===== config.mk =====
export PLATFORM = sky130hd
export DESIGN_NAME = present_dec_80
export DESIGN_NICKNAME = d
export VERILOG_FILES = /design/src/rtl/present_pkg.sv /design/src/rtl/present_inv_sbox.sv /design/src/rtl/present_sbox.sv /design/src/rtl/present_dec_80.sv
export SDC_FILE = /design/constraint.sdc
export NUM_CORES = 1
export LEC_CHECK = 0
export ABC_CLOCK_PERIOD_IN_PS = 6200
export CAP_MARGIN = 20
export CORE_AREA = 5 5 180 182
export CTS_BUF_LIST = sky130_fd_sc_hd__clkbuf_16
export CTS_CLUSTER_SIZE = 30
export DETAILED_ROUTE_END_ITERATION = 10
export DIE_AREA = 0 0 185 187
export DONT_BUFFER_PORTS = 1
export RECOVER_POWER = 25
export SKIP_LAST_GASP = 1
export SLEW_MARGIN = 20
export SYNTH_ARGS = -nofsm -noshare
export SYNTH_HDL_FRONTEND = slang
export SYNTH_SLANG_ARGS = --single-unit

===== constraint.sdc =====
create_clock -name clk -period 6.2 [get_ports clk]
set_clock_uncertainty 0.15 [all_clocks]
set_input_delay 0.62 -clock clk [delete_from_list [all_inputs] [get_ports clk]]
set_output_delay 0.62 -clock clk [all_outputs]
set_load 0.005 [all_outputs]

===== src/rtl/present_pkg.sv =====
`default_nettype none
// ============================================================================
//  present_pkg
//  Shared constants, S-box tables, FSM encoding and bit-level helpers for
//  the PRESENT-80 cipher cores.
//  Revision: 1.0
// ============================================================================
package present_pkg;

    localparam int ROUNDS = 31;
    localparam int KEY_W  = 80;
    localparam int BLK_W  = 64;

    localparam logic [4:0] CTR_FIRST = 5'd1;
    localparam logic [4:0] CTR_LAST  = 5'd31;

    // Forward S-box, indexed by input nibble
    localparam logic [3:0] SBOX [16] = '{
        4'hC, 4'h5, 4'h6, 4'hB, 4'h9, 4'h0, 4'hA, 4'hD,
        4'h3, 4'hE, 4'hF, 4'h8, 4'h4, 4'h7, 4'h1, 4'h2
    };

    // Inverse S-box, indexed by input nibble
    localparam logic [3:0] SBOX_INV [16] = '{
        4'h5, 4'hE, 4'hF, 4'h8, 4'hC, 4'h1, 4'h2, 4'hD,
        4'hB, 4'h4, 4'h6, 4'h3, 4'h0, 4'h7, 4'h9, 4'hA
    };

    typedef enum logic [1:0] {
        ST_IDLE   = 2'd0,
        ST_KEYEXP = 2'd1,
        ST_ROUND  = 2'd2,
        ST_DONE   = 2'd3
    } state_e;

    // Inverse pLayer: result bit j is taken from input bit 16*j mod 63
    function automatic logic [BLK_W-1:0] p_inv(input logic [BLK_W-1:0] s);
        logic [BLK_W-1:0] r;
        int unsigned      idx;
        r = '0;
        for (int j = 0; j < 63; j++) begin
            idx  = (16 * j) % 63;
            r[j] = s[idx[5:0]];
        end
        r[63] = s[63];
        return r;
    endfunction

    // Key register rotated left by 61 positions
    function automatic logic [KEY_W-1:0] key_rotl61(input logic [KEY_W-1:0] k);
        return {k[18:0], k[79:19]};
    endfunction

    // Key register rotated right by 61 positions
    function automatic logic [KEY_W-1:0] key_rotr61(input logic [KEY_W-1:0] k);
        return {k[60:0], k[79:61]};
    endfunction

    // Round counter folded into key bits 19:15 (self-inverse)
    function automatic logic [KEY_W-1:0] key_xor_ctr(input logic [KEY_W-1:0] k,
                                                     input logic [4:0]       ctr);
        logic [KEY_W-1:0] r;
        r        = k;
        r[19:15] = k[19:15] ^ ctr;
        return r;
    endfunction

endpackage
`default_nettype wire


===== src/rtl/present_inv_sbox.sv =====
`default_nettype none
// ============================================================================
//  present_inv_sbox
//  4-bit combinational PRESENT inverse S-box.
//  Revision: 1.0
// ============================================================================
module present_inv_sbox
    import present_pkg::*;
(
    input  logic [3:0] nib_in,
    output logic [3:0] nib_out
);

    assign nib_out = SBOX_INV[nib_in];

endmodule
`default_nettype wire


===== src/rtl/present_sbox.sv =====
`default_nettype none
// ============================================================================
//  present_sbox
//  4-bit combinational PRESENT forward S-box.
//  Revision: 1.0
// ============================================================================
module present_sbox
    import present_pkg::*;
(
    input  logic [3:0] nib_in,
    output logic [3:0] nib_out
);

    assign nib_out = SBOX[nib_in];

endmodule
`default_nettype wire


===== src/rtl/present_dec_80.sv =====
`default_nettype none
// ============================================================================
//  present_dec_80
//  Iterative PRESENT-80 decryption core, one round per cycle. The final round
//  key is derived by running the key schedule forward (KEYEXP), then 31
//  rounds are unwound (ROUND) while the schedule is stepped backwards.
//  Optional feature macro: PRESENT_DEC_KEYCACHE_EN -- remembers the last
//  expanded key so a repeated key skips KEYEXP (accept-to-valid then equals
//  the ROUND phase only).
//  Revision: 1.0
// ============================================================================
module present_dec_80
    import present_pkg::*;
(
    input  logic             clk,
    input  logic             rst,
    input  logic             in_valid,
    output logic             in_ready,
    input  logic [BLK_W-1:0] cipher_in,
    input  logic [KEY_W-1:0] key_in,
    output logic             out_valid,
    input  logic             out_ready,
    output logic [BLK_W-1:0] plain_out
);

    state_e           fsm_q, fsm_d;
    logic [BLK_W-1:0] state_q, state_d;
    logic [KEY_W-1:0] key_q, key_d;
    logic [4:0]       ctr_q, ctr_d;
    logic             in_ready_q, in_ready_d;
    logic             out_valid_q, out_valid_d;

    logic             accept;
    logic             release_out;
    logic             cache_hit;

    logic [KEY_W-1:0] key_rot;
    logic [3:0]       fwd_nib;
    logic [KEY_W-1:0] key_fwd;
    logic [KEY_W-1:0] key_x;
    logic [3:0]       inv_nib;
    logic [KEY_W-1:0] key_inv;
    logic [BLK_W-1:0] perm;
    logic [BLK_W-1:0] sub;
    logic [BLK_W-1:0] state_round;

    // in_ready_q gates acceptance so nothing is taken before in_ready is visible
    assign accept      = (fsm_q == ST_IDLE) && in_ready_q && in_valid;
    assign release_out = (fsm_q == ST_DONE) && out_ready;

    // ---------------- forward key step (KEYEXP) ----------------
    assign key_rot = key_rotl61(key_q);

    present_sbox u_key_sbox (
        .nib_in  (key_rot[79:76]),
        .nib_out (fwd_nib)
    );

    assign key_fwd = key_xor_ctr({fwd_nib, key_rot[75:0]}, ctr_q);

    // ---------------- inverse key step (ROUND) ----------------
    assign key_x = key_xor_ctr(key_q, ctr_q);

    present_inv_sbox u_key_inv_sbox (
        .nib_in  (key_x[79:76]),
        .nib_out (inv_nib)
    );

    assign key_inv = key_rotr61({inv_nib, key_x[75:0]});

    // ---------------- inverse round datapath ----------------
    assign perm = p_inv(state_q);

    generate
        for (genvar n = 0; n < 16; n++) begin : g_inv_sbox
            present_inv_sbox u_inv_sbox (
                .nib_in  (perm[4*n +: 4]),
                .nib_out (sub[4*n +: 4])
            );
        end
    endgenerate

    assign state_round = sub ^ key_inv[79:16];

`ifdef PRESENT_DEC_KEYCACHE_EN
    logic [KEY_W-1:0] cached_key_q, cached_key_d;
    logic [KEY_W-1:0] cached_k32_q, cached_k32_d;
    logic             cache_vld_q, cache_vld_d;

    assign cache_hit = cache_vld_q && (key_in == cached_key_q);

    // Cache: key captured on a miss accept, validated once its K32 is known
    always_comb begin
        cached_key_d = cached_key_q;
        cached_k32_d = cached_k32_q;
        cache_vld_d  = cache_vld_q;
        if (accept && !cache_hit) begin
            cached_key_d = key_in;
            cache_vld_d  = 1'b0;
        end
        if ((fsm_q == ST_KEYEXP) && (ctr_q == CTR_LAST)) begin
            cached_k32_d = key_fwd;
            cache_vld_d  = 1'b1;
        end
    end

    // Cache registers
    always_ff @(posedge clk or posedge rst) begin
        if (rst) begin
            cached_key_q <= '0;
            cached_k32_q <= '0;
            cache_vld_q  <= 1'b0;
        end else begin
            cached_key_q <= cached_key_d;
            cached_k32_q <= cached_k32_d;
            cache_vld_q  <= cache_vld_d;
        end
    end
`else
    assign cache_hit = 1'b0;
`endif

    // State register
    always_ff @(posedge clk or posedge rst) begin
        if (rst) begin
            fsm_q <= ST_IDLE;
        end else begin
            fsm_q <= fsm_d;
        end
    end

    // Next-state logic
    always_comb begin
        fsm_d = fsm_q;
        case (fsm_q)
            ST_IDLE: begin
                if (accept) begin
                    fsm_d = cache_hit ? ST_ROUND : ST_KEYEXP;
                end
            end
            ST_KEYEXP: begin
                if (ctr_q == CTR_LAST) begin
                    fsm_d = ST_ROUND;
                end
            end
            ST_ROUND: begin
                if (ctr_q == CTR_FIRST) begin
                    fsm_d = ST_DONE;
                end
            end
            ST_DONE: begin
                if (release_out) begin
                    fsm_d = ST_IDLE;
                end
            end
            default: fsm_d = ST_IDLE;
        endcase
    end

    // Output decode, registered one step ahead from the next state
    always_comb begin
        in_ready_d  = (fsm_d == ST_IDLE);
        out_valid_d = (fsm_d == ST_DONE);
    end

    // Datapath next values: block state, key register and round counter
    always_comb begin
        state_d = state_q;
        key_d   = key_q;
        ctr_d   = ctr_q;
        case (fsm_q)
            ST_IDLE: begin
                if (accept) begin
`ifdef PRESENT_DEC_KEYCACHE_EN
                    if (cache_hit) begin
                        state_d = cipher_in ^ cached_k32_q[79:16];
                        key_d   = cached_k32_q;
                        ctr_d   = CTR_LAST;
                    end else begin
                        state_d = cipher_in;
                        key_d   = key_in;
                        ctr_d   = CTR_FIRST;
                    end
`else
                    state_d = cipher_in;
                    key_d   = key_in;
                    ctr_d   = CTR_FIRST;
`endif
                end
            end
            ST_KEYEXP: begin
                key_d = key_fwd;
                if (ctr_q == CTR_LAST) begin
                    // Final forward step yields K32: apply output whitening
                    state_d = state_q ^ key_fwd[79:16];
                end else begin
                    ctr_d = ctr_q + 5'd1;
                end
            end
            ST_ROUND: begin
                key_d   = key_inv;
                state_d = state_round;
                if (ctr_q != CTR_FIRST) begin
                    ctr_d = ctr_q - 5'd1;
                end
            end
            default: ;
        endcase
    end

    // Datapath and registered handshake outputs
    always_ff @(posedge clk or posedge rst) begin
        if (rst) begin
            state_q     <= '0;
            key_q       <= '0;
            ctr_q       <= '0;
            in_ready_q  <= 1'b0;
            out_valid_q <= 1'b0;
        end else begin
            state_q     <= state_d;
            key_q       <= key_d;
            ctr_q       <= ctr_d;
            in_ready_q  <= in_ready_d;
            out_valid_q <= out_valid_d;
        end
    end

    assign in_ready  = in_ready_q;
    assign out_valid = out_valid_q;
    // Only a finished block is ever visible on plain_out
    assign plain_out = out_valid_q ? state_q : '0;

endmodule
`default_nettype wire


==> results of run 1 <==
stage by stage:
| step | utilization | instance area, µm² | hold WS [ns] |
|---|---|---|---|
| 2_1_floorplan | - | 13600 | 0.341 |
| 3_3_place_gp | 0.444 | 13500 | 0.376 |
| 3_5_place_dp | 0.444 | 13500 | 0.392 |
| 4_1_cts | 0.465 | 14200 | 0.137 |
| 5_1_grt | 0.465 | 14100 | 0.189 |
| 6_report | 0.465 | 14100 | 0.177 |
synth_stat cells, types with 4 or more instances:
cell      number
mux2i_1       19
o21ai_0      106
nor2_1       121
and3b_1        4
nand3_1       14
xor2_1        86
ha_1         116
o21a_1        15
buf_1         13
o311a_1        4
nand4b_1       4
o211a_1        5
o31ai_1       80
o22ai_1       33
nor2b_1       10
and2_1        74
mux4_2        34
a21o_1         4
or3_1          6
nor3_1        22
a221oi_1     115
inv_1         82
a211oi_1       5
clkbuf_1      84
o211ai_1      16
a21oi_1       36
a22oi_1        5
nand2b_1      16
mux2_2         5
clkbuf_8       6
xnor2_1       35
nand2_1      166
dfrtp_1      153
buf_2         39
routing by layer:
layer  vias to the layer above  global-route usage  wire, µm
li1                       5383                   -         -
met1                      5885               0.404     20600
met2                       649               0.409     21800
met3                        64              0.0644      5330
met4                         6              0.0663      1170
met5                         -                   0        41
registers in the layout (all words and copies together) (netlist names):
signal / cells
key_q: 80
state_q: 64
ctr_q: 5
fsm_q: 2
in_ready: 1
out_valid: 1
final timing paths:
check | startpoint | endpoint | depth (start not counted)
setup / recovery | rst | out_valid | 1
hold / removal | key_in[37] | key_q[37] | 2
setup reg to reg | fsm_q[1] | state_q[30] | 7
hold reg to reg | key_q[19] | key_q[19] | 2
max in group clk | fsm_q[1] | state_q[30] | 7
min in group asynchronous | rst | out_valid | 1
logic make-up (layout without fill, tap and decap cells):
logic type / Yosys count / in the layout
buffers and inverters: 228 / 126
XOR/XNOR: 121 / 121
AND/OR/NAND/NOR: 447 / 447
other: 0 / 1
multiplexers: 59 / 59
AO/OA/AOI/OAI: 443 / 443
flip-flops: 153 / 153
adder cells (fa/ha/maj): 116 / 116
final cells by class:
type                            instances  area [µm²]
Sequential cell                       153        3830
Tap cell                              396         495
Timing Repair Buffer                   11        95.1
Multi-Input combinational cell       1186        8780
Antenna cell                            1        2.50
Fill cell                            2932       16300
Inverter                               83         313
Clock buffer                           17         425
Clock inverter                         15         203
==> impl_results.md, run 1 <==
* Synth Cell Area at ~14000 µm²
* CTS Root Cell: clkbuf_16
* Total routed wirelength at 48.9 mm
* Mux contribution to synthesized area at 0.0766
* Clock sink total at around 150
* Final period utilization at 0.687
* Vias per std cell at 6.44
* Initial antenna violation count at 4
* Skew-Pair Late Insertion Delay at roughly 0.44 ns
* Core area at roughly 30000 µm²
* Overflow left after global routing at 0
* Die Ht at 187 µm
* Most common cell after layout, fill and taps aside: nand2_1
* CTS clk-pin slew, worst paths at 0.07 ns
* Netlist cell types at 57
* First-pass DRT Iterations at 6
* Initial DRC count at about 1.7k
* Largest stage delay on the critical path at 2.78 ns
* Port Buffers at 0
* Synth warn at 0
* Buf/Inv on CP at 1
* Global-route wire length before repair at 72.9 mm
* Tot GR Track Use at 0.275
* CP Launch Type: primary input
* Setup TNS at 0 ns
* Starting Density at 0.445
* Worst setup EP type: async pin
* Post-route setup slack at between 1.5 and 2 ns
* Largest family of logic cells by synthesized area: compound AO/OA/AOI/OAI gates
* Post-synth net total at 1831
* Post-synth top area cell: dfrtp_1
* Post-CTS Setup Inserts at 0
* Critical path class: in2async
* Maximum buffer depth of the clock tree at 2
* Cts hold-fix bufs at 0
* TritonCTS buffer count at 17
* Compound-gate portion of the synthesized area at 0.231
* Layout Cells excl Fill at 1862
* Worst path slowest cell: inv_1
* Worst path cell trace: inv_1
* GP Congestion at roughly 0.93
* Critical path data arrival time at 3.42 ns
* Post-route ant nets at 0
* Simple-gate share of the synthesized area at 0.152
* H-tree levels at 4
* Via count at 12.0k
* EDFF count, synth at 0
* DR DRC count at 0
* Slew @ Worst Pin at 4.01 ns
* Asr flop ratio synth at 1.00
* Mean area per synthesized cell at slightly below 9 µm²
* Status: complete, but fails checks
* Post-Synth XOR/XNOR Area at 0.0782
* Synth Register Bits at between 150 and 200
* Reg2Reg Setup Slack at around 2.3 ns
* Dominant cells by area after synthesis: dfrtp_1, ha_1, a221oi_1, mux4_2, xor2_1
* Worst path required time at 5.36 ns
* Area share of fa/ha/maj cells after synthesis at 0.107
* CTS tree: done
* Placed cell count at 1829
* Die area at 34600 µm²
* RSZ-0062 raised after global routing: no
* Synth Flop Type: dfrtp_1
* Most frequent cells in the layout: nand2_1, dfrtp_1, nor2_1
* Rows at between 60 and 70
* Crit path max-delay family: buffers and inverters
* Slew Limit Fails at 98
* Crit path time final at 4.26 ns
* Worst-path fanout max at just under 100
* Hold Path Class: in2reg
* Worst rel slew slack at -1.67
* Fmax at 235 MHz
* Area delta synth->final at 4.38%
* # setup viols final at 0
* Pre-CTS setup slack at 2.37 ns
* Top cell type's share of synthesized area at 0.282
* Top-level port count at 214
* Die W at 185 µm
* Wirelength per Cell at 26.3 µm
* Pin count of the biggest net entering global routing at 115
* Endpoints failing hold at 0
* Share of layout cells above drive strength 1 at 0.0642
* Number of global-route vias before repair at 11.2k
* Failing checks: max-capacitance violations, max-slew violations
* Cts repair resizes at 0
* DP HPWL at 35.5 mm
* Register area share after synthesis at 0.282
* NumNets Final at between 1.5k and 2k
* Cells after synthesis at ~1.6k
* MaxCap Viol Count at 1
Power of run 1 is left out: the tool's default activity adds up to more than one toggle a clock period on the data nets, which glitch-free logic cannot reach.
==> inputs of run 2 (changes only) <==
- ABC_CLOCK_PERIOD_IN_PS: 6200 -> 4400
- clock period: 6.2 -> 4.4 ns (I/O delays scaled with it)
==> impl_results.md, run 2 (same netlist as run 1, synthesis figures left out) <==
* Die Ht at 187 µm (unchanged)
* Final period utilization at 0.745
* Hold EP: key_q[36] (was key_q[37])
* Worst setup EP type: flop (was async pin)
* Overflow left after global routing at 0 (unchanged)
* Fill count at 2956 (was 2932)
* Fmax at 305 MHz
* CTS tree: done (unchanged)
* Worst hold margin at 0.00312 ns (was 0.177 ns)
* Seq. cell area at 3830 µm² (about the same)
* Top Registers: key_q: 80 flops, state_q: 64 flops, ctr_q: 5 flops (unchanged)
* Critical R2R Launch: fsm_q[1] (unchanged)
* Endpoints failing hold at 0 (unchanged)
* Area delta synth->final at 4.77% (was 4.38%)
* Skew-Pair Late Insertion Delay at 0.44 ns (about the same)
* Setup TNS at 0 ns (unchanged)
* Hold path start: key_in[36] (was key_in[37])
* DP HPWL at 35.4 mm (was 35.5 mm)
* Rows at 64 (unchanged)
* Worst path required time at 4.57 ns (was 5.36 ns)
* Post-route ant nets at 0 (unchanged)
* Biggest register: key_q (unchanged)
* Critical path data arrival time at 3.44 ns (was 3.42 ns)
* Final core occ at 0.467 (was 0.465)
* TritonCTS buffer count at 17 (unchanged)
* Port Buffers at 0 (unchanged)
* Die area at 34600 µm² (unchanged)
* Most common cell after layout, fill and taps aside: nand2_1 (unchanged)
* Crit path time final at 3.28 ns
* MaxCap Viol Count at 0 (was 1)
* Reg2reg end: ctr_q[2] (was state_q[30])
* Placed cell count at 1832 (was 1829)
* CTS Root Cell: clkbuf_16 (unchanged)
* Core area at 30400 µm² (unchanged)
* Initial DRC count at 1479 (was 1669)
* CP Launch Type: flop (was primary input)
* CTS clk-pin slew, worst paths at 0.07 ns (about the same)
* Global-route wire length before repair at 72.1 mm (was 72.9 mm)
* Top-level port count at 214 (unchanged)
* Reg2Reg Setup Slack at 1.12 ns (was 2.27 ns)
* Hold path depth at 2 (unchanged)
* Number of flip-flops in the largest register at 80 (unchanged)
* Total routed wirelength at 48.3 mm (was 48.9 mm)
* Critical path class: reg2reg (was in2async)
* Pin count of the biggest net entering global routing at 160 (was 115)
* Slew Limit Fails at 0 (was 98)
* Cts repair resizes at 0 (unchanged)
* Worst-path fanout max at 100 (was 97)
* Maximum buffer depth of the clock tree at 2 (unchanged)
* Cell count of the worst reg-to-reg path at 7 (unchanged)
* Share of layout cells above drive strength 1 at 0.0667 (was 0.0642)
* H-tree levels at 4 (unchanged)
* Via count at 12.0k (about the same)
* Clock sink total at 153 (unchanged)
* GP Congestion at 0.924 (was 0.933)
* # setup viols final at 0 (unchanged)
* Starting Density at 0.445 (unchanged)
* RSZ-0062 raised after global routing: no (unchanged)
* Slew @ Worst Pin at 1.27 ns (was 4.01 ns)
* Worst rel slew slack at 0.148 (was -1.67)
* Wirelength per Cell at 25.9 µm (was 26.3 µm)
* Vias per std cell at 6.43 (was 6.44)
* Hold Path Class: in2reg (unchanged)
* Most frequent cells in the layout: nand2_1, dfrtp_1, nor2_1 (unchanged)
* Initial antenna violation count at 5 (was 4)
* Die W at 185 µm (unchanged)
* NumNets Final at 1721 (was 1716)
* Status: complete, no violations (was complete, but fails checks)
* Tot GR Track Use at 0.272 (was 0.275)
* First-pass DRT Iterations at 6 (unchanged)
* Number of global-route vias before repair at 11.2k (about the same)
* DR DRC count at 0 (unchanged)
* Layout Cells excl Fill at 1870 (was 1862)
* Multi-input logic area at 8780 µm² (unchanged)
-- run 2: cell types whose count changed in the layout (fill, tap and decap cells not counted), sizes merged --
| cell | change |
|---|---|
| diode | +3 |
| buf | +2 |
| clkbuf | +2 |
| bufinv | -1 |
| clkinvlp | +1 |
| dlygate4sd3 | +1 |
-- run 2: worst max-delay path by stage --
stage | startpoint | endpoint | slack, ns | cells after the start
5_1_grt | fsm_q[1] | ctr_q[2] | 0.97 | 7
3_5_place_dp | fsm_q[1] | ctr_q[2] | 1.21 | 7
2_1_floorplan | rst | ctr_q[0] | 1.88 | 1
4_1_cts | fsm_q[1] | ctr_q[2] | 1.20 | 7
6_report | fsm_q[1] | ctr_q[2] | 1.12 | 7
3_3_place_gp | fsm_q[1] | ctr_q[4] | 1.26 | 7
-- run 2: stage by stage --
step,area [µm²],worst slack (ns)
after floorplan,13600,1.88
after global placement,13600,1.26
after detailed placement,13600,1.21
after CTS,14200,1.20
after global routing,14200,0.973
final,14200,1.12
-- run 2: timing repair --
item | in CTS | in global routing
hold buffers | 1 | 0
hold endpoints to repair | 21 | 0
setup buffers | 0 | 0
-- run 2: layout make-up --
type                    count  area share
flip-flops and latches    153       0.270
repair buffers             16      0.0136
well taps                 396      0.0349
clock inverters            15      0.0107
multi-input cells        1186       0.619
diodes                      4    0.000705
clock buffers              17      0.0300
inverters                  83      0.0221
-- run 2: layer usage --
layer	track usage	routed length, µm	part of all wire	vias up
li1	-	-	-	5378
met1	0.407	20600	0.43	5940
met2	0.389	20600	0.43	604
met3	0.0513	5190	0.11	91
met4	0.0997	1920	0.040	4
met5	0	27	0.00056	-
-- run 2: worst max-delay path, stage by stage, from the launching register on --
cell and delay (ns):
dfrtp_1 0.47, inv_1 0.22, ha_4 0.60, buf_4 0.98, nand2_1 0.15, and3_1 0.27
nand2_1 0.14, o21ai_0 0.11
Power of run 2 is left out for the same reason.
